## config.mk

```make
export PLATFORM = sky130hd
export DESIGN_NAME = rom_arbiter
export DESIGN_NICKNAME = d
export VERILOG_FILES = /design/src/rtl/rom_arbiter.sv
export SDC_FILE = /design/constraint.sdc
export NUM_CORES = 1
export LEC_CHECK = 0
export CAP_MARGIN = 20
export CELL_PAD_IN_SITES_DETAIL_PLACEMENT = 1
export CELL_PAD_IN_SITES_GLOBAL_PLACEMENT = 2
export CORE_ASPECT_RATIO = 0.7
export CORE_MARGIN = 4
export CORE_UTILIZATION = 19
export CTS_CLUSTER_SIZE = 10
export DETAILED_ROUTE_END_ITERATION = 8
export PLACE_DENSITY = 0.87
export SLEW_MARGIN = 20
export SYNTH_ARGS = -nofsm -noshare
export SYNTH_HDL_FRONTEND = slang
export SYNTH_SLANG_ARGS = --single-unit
```

## constraint.sdc

```tcl
create_clock -name clk -period 2.5 [get_ports clk]
set_clock_uncertainty 0.1 [all_clocks]
set_input_delay 0.75 -clock clk [delete_from_list [all_inputs] [get_ports clk]]
set_output_delay 0.75 -clock clk [all_outputs]
set_load 0.02 [all_outputs]
```

## src/rtl/rom_arbiter.sv

```systemverilog
// rom_arbiter: shares one synchronous ROM read port between two burst
// requesters. Bursts are granted round-robin, addresses wrap at DEPTH-1,
// and returned words are steered to the owner with valid/last strobes.
module rom_arbiter #(
    parameter int DEPTH = 100,
    parameter int AW    = 8,
    parameter int DW    = 32
) (
    input  logic          clk,
    input  logic          rst_n,
    input  logic          req0_i,
    input  logic          req1_i,
    input  logic [AW-1:0] start0_i,
    input  logic [AW-1:0] start1_i,
    input  logic [AW-1:0] len0_i,
    input  logic [AW-1:0] len1_i,
    output logic          ack0_o,
    output logic          ack1_o,
    output logic          err0_o,
    output logic          err1_o,
    output logic          rvalid0_o,
    output logic          rvalid1_o,
    output logic          rlast0_o,
    output logic          rlast1_o,
    output logic [DW-1:0] rdata0_o,
    output logic [DW-1:0] rdata1_o,
    output logic          rom_en_o,
    output logic [AW-1:0] rom_addr_o,
    input  logic [DW-1:0] rom_data_i,
    output logic          busy_o
);

    typedef enum logic [1:0] {
        S_IDLE,
        S_BURST,
        S_DRAIN
    } state_e;

    // Highest legal address / length value; also the wrap point.
    localparam logic [AW-1:0] LAST = AW'(DEPTH - 1);

    state_e        state_q, state_d;
    logic          owner_q, owner_d;   // requester that owns the current burst
    logic          rr_q, rr_d;         // requester favoured when both ask
    logic [AW-1:0] addr_q, addr_d;     // next ROM address to issue
    logic [AW-1:0] rem_q, rem_d;       // words left to issue after this one
    logic [1:0]    ack_q, ack_d;
    logic [1:0]    err_q, err_d;
    logic          rvalid_q, rvalid_d; // rom_en delayed to match ROM latency
    logic          rlast_q, rlast_d;

    logic          can_accept;
    logic          any_req;
    logic          gsel;
    logic [AW-1:0] sel_start;
    logic [AW-1:0] sel_len;
    logic          sel_bad;

    // Pick the candidate requester and decide whether its request is legal.
    always_comb begin
        can_accept = (state_q == S_IDLE) || (state_q == S_DRAIN);
        any_req    = req0_i | req1_i;
        if (req0_i && req1_i) begin
            gsel = rr_q;
        end else begin
            gsel = req1_i;
        end
        sel_start = gsel ? start1_i : start0_i;
        sel_len   = gsel ? len1_i   : len0_i;
        sel_bad   = (sel_start > LAST) || (sel_len > LAST);
    end

    // Next-state logic for the burst sequencer and its response strobes.
    always_comb begin
        // NOTE: every variable gets a default before the case so no path
        // leaves one unassigned, which would otherwise infer a latch.
        state_d  = state_q;
        owner_d  = owner_q;
        rr_d     = rr_q;
        addr_d   = addr_q;
        rem_d    = rem_q;
        ack_d    = '0;
        err_d    = '0;
        rvalid_d = (state_q == S_BURST);
        rlast_d  = (state_q == S_BURST) && (rem_q == '0);

        case (state_q)
            S_BURST: begin
                if (rem_q == '0) begin
                    state_d = S_DRAIN;
                end else begin
                    addr_d = (addr_q == LAST) ? '0 : addr_q + 1'b1;
                    rem_d  = rem_q - 1'b1;
                end
            end
            S_IDLE, S_DRAIN: begin
                // The final word returns during DRAIN, so a new request can be
                // taken on the edge that ends it.
                state_d = S_IDLE;
                if (can_accept && any_req) begin
                    ack_d[gsel] = 1'b1;
                    if (sel_bad) begin
                        err_d[gsel] = 1'b1;
                    end else begin
                        state_d = S_BURST;
                        owner_d = gsel;
                        addr_d  = sel_start;
                        rem_d   = sel_len;
                        rr_d    = ~gsel;
                    end
                end
            end
            default: begin
                state_d = S_IDLE;
            end
        endcase
    end

    // State and strobe registers; reset abandons any burst in flight.
    always_ff @(posedge clk or negedge rst_n) begin
        if (!rst_n) begin
            state_q  <= S_IDLE;
            owner_q  <= 1'b0;
            rr_q     <= 1'b0;
            addr_q   <= '0;
            rem_q    <= '0;
            ack_q    <= '0;
            err_q    <= '0;
            rvalid_q <= 1'b0;
            rlast_q  <= 1'b0;
        end else begin
            // NOTE: non-blocking assignments so every register samples the
            // pre-edge values regardless of statement order.
            state_q  <= state_d;
            owner_q  <= owner_d;
            rr_q     <= rr_d;
            addr_q   <= addr_d;
            rem_q    <= rem_d;
            ack_q    <= ack_d;
            err_q    <= err_d;
            rvalid_q <= rvalid_d;
            rlast_q  <= rlast_d;
        end
    end

    assign busy_o     = (state_q == S_BURST) || (state_q == S_DRAIN);
    assign rom_en_o   = (state_q == S_BURST);
    assign rom_addr_o = rom_en_o ? addr_q : '0;

    assign ack0_o = ack_q[0];
    assign ack1_o = ack_q[1];
    assign err0_o = err_q[0];
    assign err1_o = err_q[1];

    // Returned words go only to the owner; the other side stays quiet.
    assign rvalid0_o = rvalid_q & ~owner_q;
    assign rvalid1_o = rvalid_q &  owner_q;
    assign rlast0_o  = rlast_q  & ~owner_q;
    assign rlast1_o  = rlast_q  &  owner_q;
    assign rdata0_o  = rvalid0_o ? rom_data_i : '0;
    assign rdata1_o  = rvalid1_o ? rom_data_i : '0;

endmodule

```

==> results of run 1 <==
==> repair_timing <==
item	4_1_cts	5_1_grt
cloned	1	0
endpoints found under the setup margin	93	58
gates resized for setup	222	59
buffers inserted	2	2
pin swaps	9	8
==> metal layers <==
layer	wire, um	vias up	share of wire [%]	track usage (%)
met5	0	-	0	0
met4	70	0	0.61	1.489
met3	824	6	7.2	2.892
met2	5406	129	47	27.30
met1	5109	1423	45	20.86
li1	-	1409	-	-
==> final timing paths <==
kind	start	to	slack [ns]	cells past startpoint
worst max-delay path	rom_data_i[3]	rdata0_o[3]	0.02	3
worst min-delay path	rr_q	rr_q	0.41	2
worst max register to register	state_q[0]	addr_q[1]	0.18	8
worst min register to register	rr_q	rr_q	0.41	2
max in group asynchronous	rst_n	rem_q[2]	1.26	2
min in group asynchronous	rst_n	ack_q[0]	0.76	2
==> worst max-delay path: cells and delay by family <==
family                 cells  cell delay (ns)
and+or+nand+nor            1             0.14
buffers and inverters      2             0.75
==> cell type report <==
| class | count | area (sq um) | share of cell area [%] |
|---|---|---|---|
| clock buffer | 3 | 75.07 | 1.778 |
| sequential | 26 | 650.6 | 15.41 |
| timing repair buffer | 196 | 1650 | 39.09 |
| inverter | 9 | 33.78 | 0.8002 |
| multi-input combinational | 234 | 1615 | 38.26 |
| tap | 157 | 196.4 | 4.653 |
==> power by group through the flow <==
stage | Sequential (W) | Clock, W | Combinational [W]
floorplan | 0.000705 | 0 | 0.000583
global route | 0.000741 | 0.000385 | 0.00129
detailed placement | 0.000722 | 0 | 0.00117
CTS | 0.000715 | 0.000365 | 0.00118
global placement | 0.000710 | 0 | 0.00115
finish | 0.000718 | 0.000359 | 0.00117
==> sequential cells by signal, summed over array words and instances (netlist names) <==
name	count
rr_q	1
rvalid_q	1
rem_q	8
addr_q	8
state_q	2
err_q	2
rlast_q	1
owner_q	1
ack_q	2
==> per-stage QoR <==
step                total power (W)  setup TNS (ns)  cells  worst slack, ns  util [%]
global placement           0.001855          -25.76    617          -0.3948     36.00
floorplan                  0.001289               0    287           0.1431         -
CTS                        0.002263               0    623        0.0008012     37.09
detailed placement         0.001894          -28.01    617          -0.4888     36.00
global route               0.002416               0    625       0.00007827     35.75
finish                     0.002249               0    625          0.01666     35.75
==> Yosys cell counts (2+ instances only) <==
| cell type | number | area share (%) |
|---|---|---|
| o22ai_1 | 6 | 1.6 |
| a2bb2oi_1 | 2 | 0.75 |
| buf_2 | 2 | 0.43 |
| nand3_1 | 8 | 1.7 |
| or2_2 | 2 | 0.54 |
| a22oi_1 | 2 | 0.65 |
| nand4_1 | 2 | 0.54 |
| o21ai_0 | 6 | 1.3 |
| a21oi_1 | 8 | 1.7 |
| nand2b_1 | 2 | 0.54 |
| nor3_1 | 9 | 1.9 |
| and2_1 | 43 | 12 |
| mux2_2 | 7 | 3.4 |
| ha_1 | 7 | 3.8 |
| a31oi_1 | 11 | 3.0 |
| a32o_1 | 2 | 0.86 |
| and3_1 | 33 | 8.9 |
| nor2b_1 | 3 | 0.81 |
| clkbuf_1 | 16 | 2.6 |
| inv_1 | 9 | 1.5 |
| mux2i_1 | 5 | 2.2 |
| o311a_1 | 3 | 1.3 |
| a22o_1 | 2 | 0.75 |
| a211oi_1 | 2 | 0.65 |
| nor2_1 | 19 | 3.1 |
| a41oi_1 | 2 | 0.75 |
| nor4_1 | 4 | 1.1 |
| dfrtp_1 | 26 | 28 |
| nand2_1 | 21 | 3.4 |
| o211ai_1 | 3 | 0.97 |
==> cell families (layout without fill, tap and decap cells) <==
family	Yosys count	count (layout)	synth area share [%]
buffers and inverters	27	208	4.474
flip-flops	26	26	28.03
adder cells (fa/ha/maj)	7	7	3.773
multiplexers	12	12	5.553
AND/OR/NAND/NOR	154	154	37.63
AO/OA/AOI/OAI	61	61	20.54
==> results.json, run 1 <==
{
  "critPathLaunchType": "input port",
  "final_cell_mix": "54 x clkdlybuf4s50_1, 43 x and2_1, 42 x buf_4",
  "cts_tree": "done",
  "leakage_nw": 2.186,
  "grt_first_pass_wirelength_um": 17710,
  "drt_iter0_drc": 138,
  "core_area_sq_um": 11810,
  "p_int_w": 0.001324,
  "rsz0062_at_grt": "no",
  "combPwrFrac_pct": 52.1,
  "power_density_nw_per_um2": 532.7,
  "ant_nets": 0,
  "antenna_cells": 0,
  "cpPeakStageDelay_ns": 0.49,
  "slew_headroom_pct": 55.60,
  "clkTransAtPathRegs_ns": 0.07,
  "synth_cell_types": 50,
  "power.switching_w": 0.0009247,
  "worstPathCellList": "clkdlybuf4s50_1, and2_1, clkdlybuf4s15_2",
  "crit_path_end_kind": "output pin",
  "yosys_warnings": 0,
  "port_buffers": 149,
  "ys_async_sr_fraction_pct": 100.0,
  "power_frac_seq_pct": 31.9,
  "ys_seq_area_share_pct": 28.03,
  "nets": 545,
  "maxSlewViolCount": 0,
  "gp_congestion": 0.8739,
  "cts-htree-levels": 1,
  "grt_max_degree": 37,
  "required_ns": 1.65,
  "stdcell_area_sq_um": 4222,
  "wl_per_cell_um": 18.26,
  "via_per_inst": 4.747,
  "synth_edf_count": 0,
  "start_util_pct": 19.65,
  "io_pins": 150,
  "synth_fp_nets": 362,
  "pwr-share-clk_pct": 16.0,
  "vias": 2967,
  "grt_use_total_pct": 15.56,
  "tightest_slew_ns": 0.6589,
  "synth_area_sq_um": 2321,
  "fmax_mhz": 402.7,
  "hold_viol": 0,
  "clockBufferDepth": 2,
  "swShare_pct": 41.12,
  "drt_pre_antenna_iters": 4,
  "synth.ff_latch_count": 26,
  "placed_area_sq_um": 4252,
  "synth_cells": 287,
  "dieArea_sq_um": 14080,
  "critPathSlowestCell": "clkdlybuf4s50_1",
  "critPathKind": "in -> out",
  "grt_pass1_vias": 3156,
  "cp.arrival_ns": 1.63,
  "mostFrequentLayoutCell": "clkdlybuf4s50_1",
  "status": "finished, final reports clean",
  "finalWirelength_um": 11410,
  "hold_class": "reg -> reg",
  "route.detailed.drc": 0,
  "yosys_most_used_dff": "dfrtp_1",
  "path_max_fanout": 2,
  "syn_area_per_cell_sq_um": 8.087,
  "fillers": 1434,
  "syn_to_final_growth_pct": 81.89,
  "die_w_um": 140.1,
  "ir_drop_mv": 0.2698,
  "cts_sinks": 26,
  "std_cell_rows": 33,
  "whs_ns": 0.4075,
  "cts_buffers": 3,
  "drive_gt1_share_pct": 29.27,
  "dp_hpwl_um": 9288,
  "antenna_found_initial": 0,
  "setup_viol": 0,
  "hold_buffers": 0,
  "min_period_ns": 2.483,
  "die_h_um": 100.5,
  "period_share_pct": 99.33,
  "cts-root-buf": "clkbuf_16",
  "globalRouteOverflowTotal": 0,
  "maxCapViolations": 0,
  "clkLatencyLatePin_ns": 0.26
}
(Power assumes the default switching activity.)
==> inputs of run 2 (changes only) <==
Settings changed: CTS_CLUSTER_SIZE 10 to 8, REMOVE_ABC_BUFFERS from default to 1, SLEW_MARGIN 20 to default.
==> run 2 against run 1 <==
Net effect: clock power increased by 11%; core utilization increased by 0.41 points; critical path type unchanged; worst setup slack got worse by 0.0018 ns; flip-flop and latch count unchanged; cell count increased by 0.80%; global-route usage decreased by 0.62 points; register-to-register slack improved by 0.05 ns; via count increased by 0.20%; critical path depth unchanged; worst hold slack improved by 0.0020 ns; power increased by 0.67%.
==> results.json, run 2 (synthesis results as in run 1) <==
{
  "cts_buffers": 3,
  "power_density_nw_per_um2": 530.1,
  "gp_congestion": 0.8331,
  "grt_first_pass_wirelength_um": 17060,
  "power.switching_w": 0.0009203,
  "fmax_mhz": 402.4,
  "clkLatencyLatePin_ns": 0.26,
  "r2r_cells": 7,
  "ant_nets": 0,
  "dp_hpwl_um": 9008,
  "r2r_setup_slack_ns": 0.23,
  "hold_end": "rr_q",
  "globalRouteOverflowTotal": 0,
  "hold_class": "reg -> reg",
  "power_frac_seq_pct": 31.8,
  "nets": 549,
  "via_per_inst": 4.719,
  "reg_top3": "addr_q: 8 flops, rem_q: 8 flops",
  "cts_tree": "done",
  "critPathLaunchType": "input port",
  "vias": 2973,
  "hp-start": "rr_q",
  "mostFrequentLayoutCell": "clkdlybuf4s50_1",
  "cts-root-buf": "clkbuf_16",
  "route.detailed.drc": 0,
  "io_pins": 150,
  "cts-htree-levels": 1,
  "setup_viol": 0,
  "grt_max_degree": 37,
  "tightest_slew_ns": 0.8760,
  "p_int_w": 0.001343,
  "ir_drop_mv": 0.2339,
  "swShare_pct": 40.65,
  "grt_pass1_vias": 3155,
  "antenna_cells": 0,
  "required_ns": 1.65,
  "std_cell_rows": 33,
  "clockBufferDepth": 2,
  "hold_buffers": 0,
  "maxSlewViolCount": 0,
  "maxCapViolations": 0,
  "combPwrFrac_pct": 50.7,
  "drt_pre_antenna_iters": 4,
  "finalWirelength_um": 11120,
  "crit_path_end_kind": "output pin",
  "r2r_end": "rem_q[2]",
  "port_buffers": 149,
  "start_util_pct": 19.65,
  "syn_to_final_growth_pct": 83.99,
  "drt_iter0_drc": 117,
  "status": "finished, final reports clean",
  "fin_ws_ns": 0.01488,
  "power_w": 0.002264,
  "die_w_um": 140.1,
  "leakage_nw": 2.170,
  "min_period_ns": 2.485,
  "die_h_um": 100.5,
  "critPathKind": "in -> out",
  "setup-tns-final_ns": 0,
  "grt_use_total_pct": 14.94,
  "pwr-share-clk_pct": 17.6,
  "cts_sinks": 26,
  "core_area_sq_um": 11810,
  "place_ws_ns": -0.5078,
  "hold_viol": 0,
  "clkTransAtPathRegs_ns": 0.06,
  "timing.rr.start": "rem_q[0]",
  "final_cell_mix": "58 x clkdlybuf4s50_1, 48 x buf_4, 43 x and2_1",
  "drive_gt1_share_pct": 29.81,
  "path_max_fanout": 2,
  "min_path_cells": 2,
  "dieArea_sq_um": 14080,
  "antenna_found_initial": 0,
  "period_share_pct": 99.40,
  "wl_per_cell_um": 17.65,
  "cp.arrival_ns": 1.64,
  "slew_headroom_pct": 40.96
}
-- run 2: changes by cell type in the layout (fill, tap and decap cells not counted), sizes merged --
cell,delta
buf,+2
clkbuf,+2
clkdlybuf4s15,-3
clkdlybuf4s50,+4
dlygate4sd2,+5
dlymetal6s2s,-5
-- run 2: repair_timing --
item,CTS,global route
gates resized for setup,216,56
buffers inserted,2,1
gates cloned,0,0
endpoints found under the hold margin,0,0
setup endpoints to repair,94,57
pin swaps,8,7
-- run 2: layout make-up --
cell class	count	area, sq um
Inverter	9	33.78
Sequential cell	26	650.6
Multi-Input combinational cell	234	1645
Tap cell	157	196.4
Clock buffer	4	88.84
Timing Repair Buffer	200	1655
Fill cell	1421	7538
-- run 2: routing by layer --
layer | share of wire, % | global-route usage (%) | vias up
met4 | 1.3 | 2.829 | 0
met2 | 46 | 25.82 | 104
li1 | - | - | 1419
met3 | 6.4 | 2.845 | 13
met5 | 0 | 0 | -
met1 | 46 | 19.74 | 1437
-- run 2: worst max-delay path, cell delays in order --
cell             delay (ns)
clkdlybuf4s50_1        0.47
and2_1                 0.12
clkdlybuf4s15_1        0.29
-- run 2: metrics by stage --
stage	instance area (sq um)	utilization, %	hold WS (ns)	cells
2_1_floorplan	2251	-	0.3544	269
3_3_place_gp	4319	36.58	0.3888	624
3_5_place_dp	4319	36.58	0.4001	624
4_1_cts	4448	37.67	0.4163	629
5_1_grt	4270	36.16	0.4704	630
6_report	4270	36.16	0.4095	630
-- run 2: power groups by stage --
stage               Combinational [W]  Sequential, W  Clock, W
floorplan                    0.000543       0.000725         0
global placement              0.00112       0.000710         0
detailed placement            0.00115       0.000722         0
CTS                           0.00115       0.000717  0.000409
global route                  0.00125       0.000743  0.000419
finish                        0.00115       0.000719  0.000397
-- run 2: worst max path at each step --
stage / startpoint / endpoint / slack, ns / depth (start not counted)
after floorplan: rvalid_q / rdata0_o[0] / -0.36 / 2
after global placement: len1_i[4] / addr_q[1] / -0.43 / 7
after detailed placement: len1_i[4] / rem_q[1] / -0.51 / 7
after CTS: rom_data_i[20] / rdata0_o[20] / 0.0004 / 3
after global routing: start0_i[4] / addr_q[1] / -0.007 / 6
final: rom_data_i[0] / rdata0_o[0] / 0.01 / 3
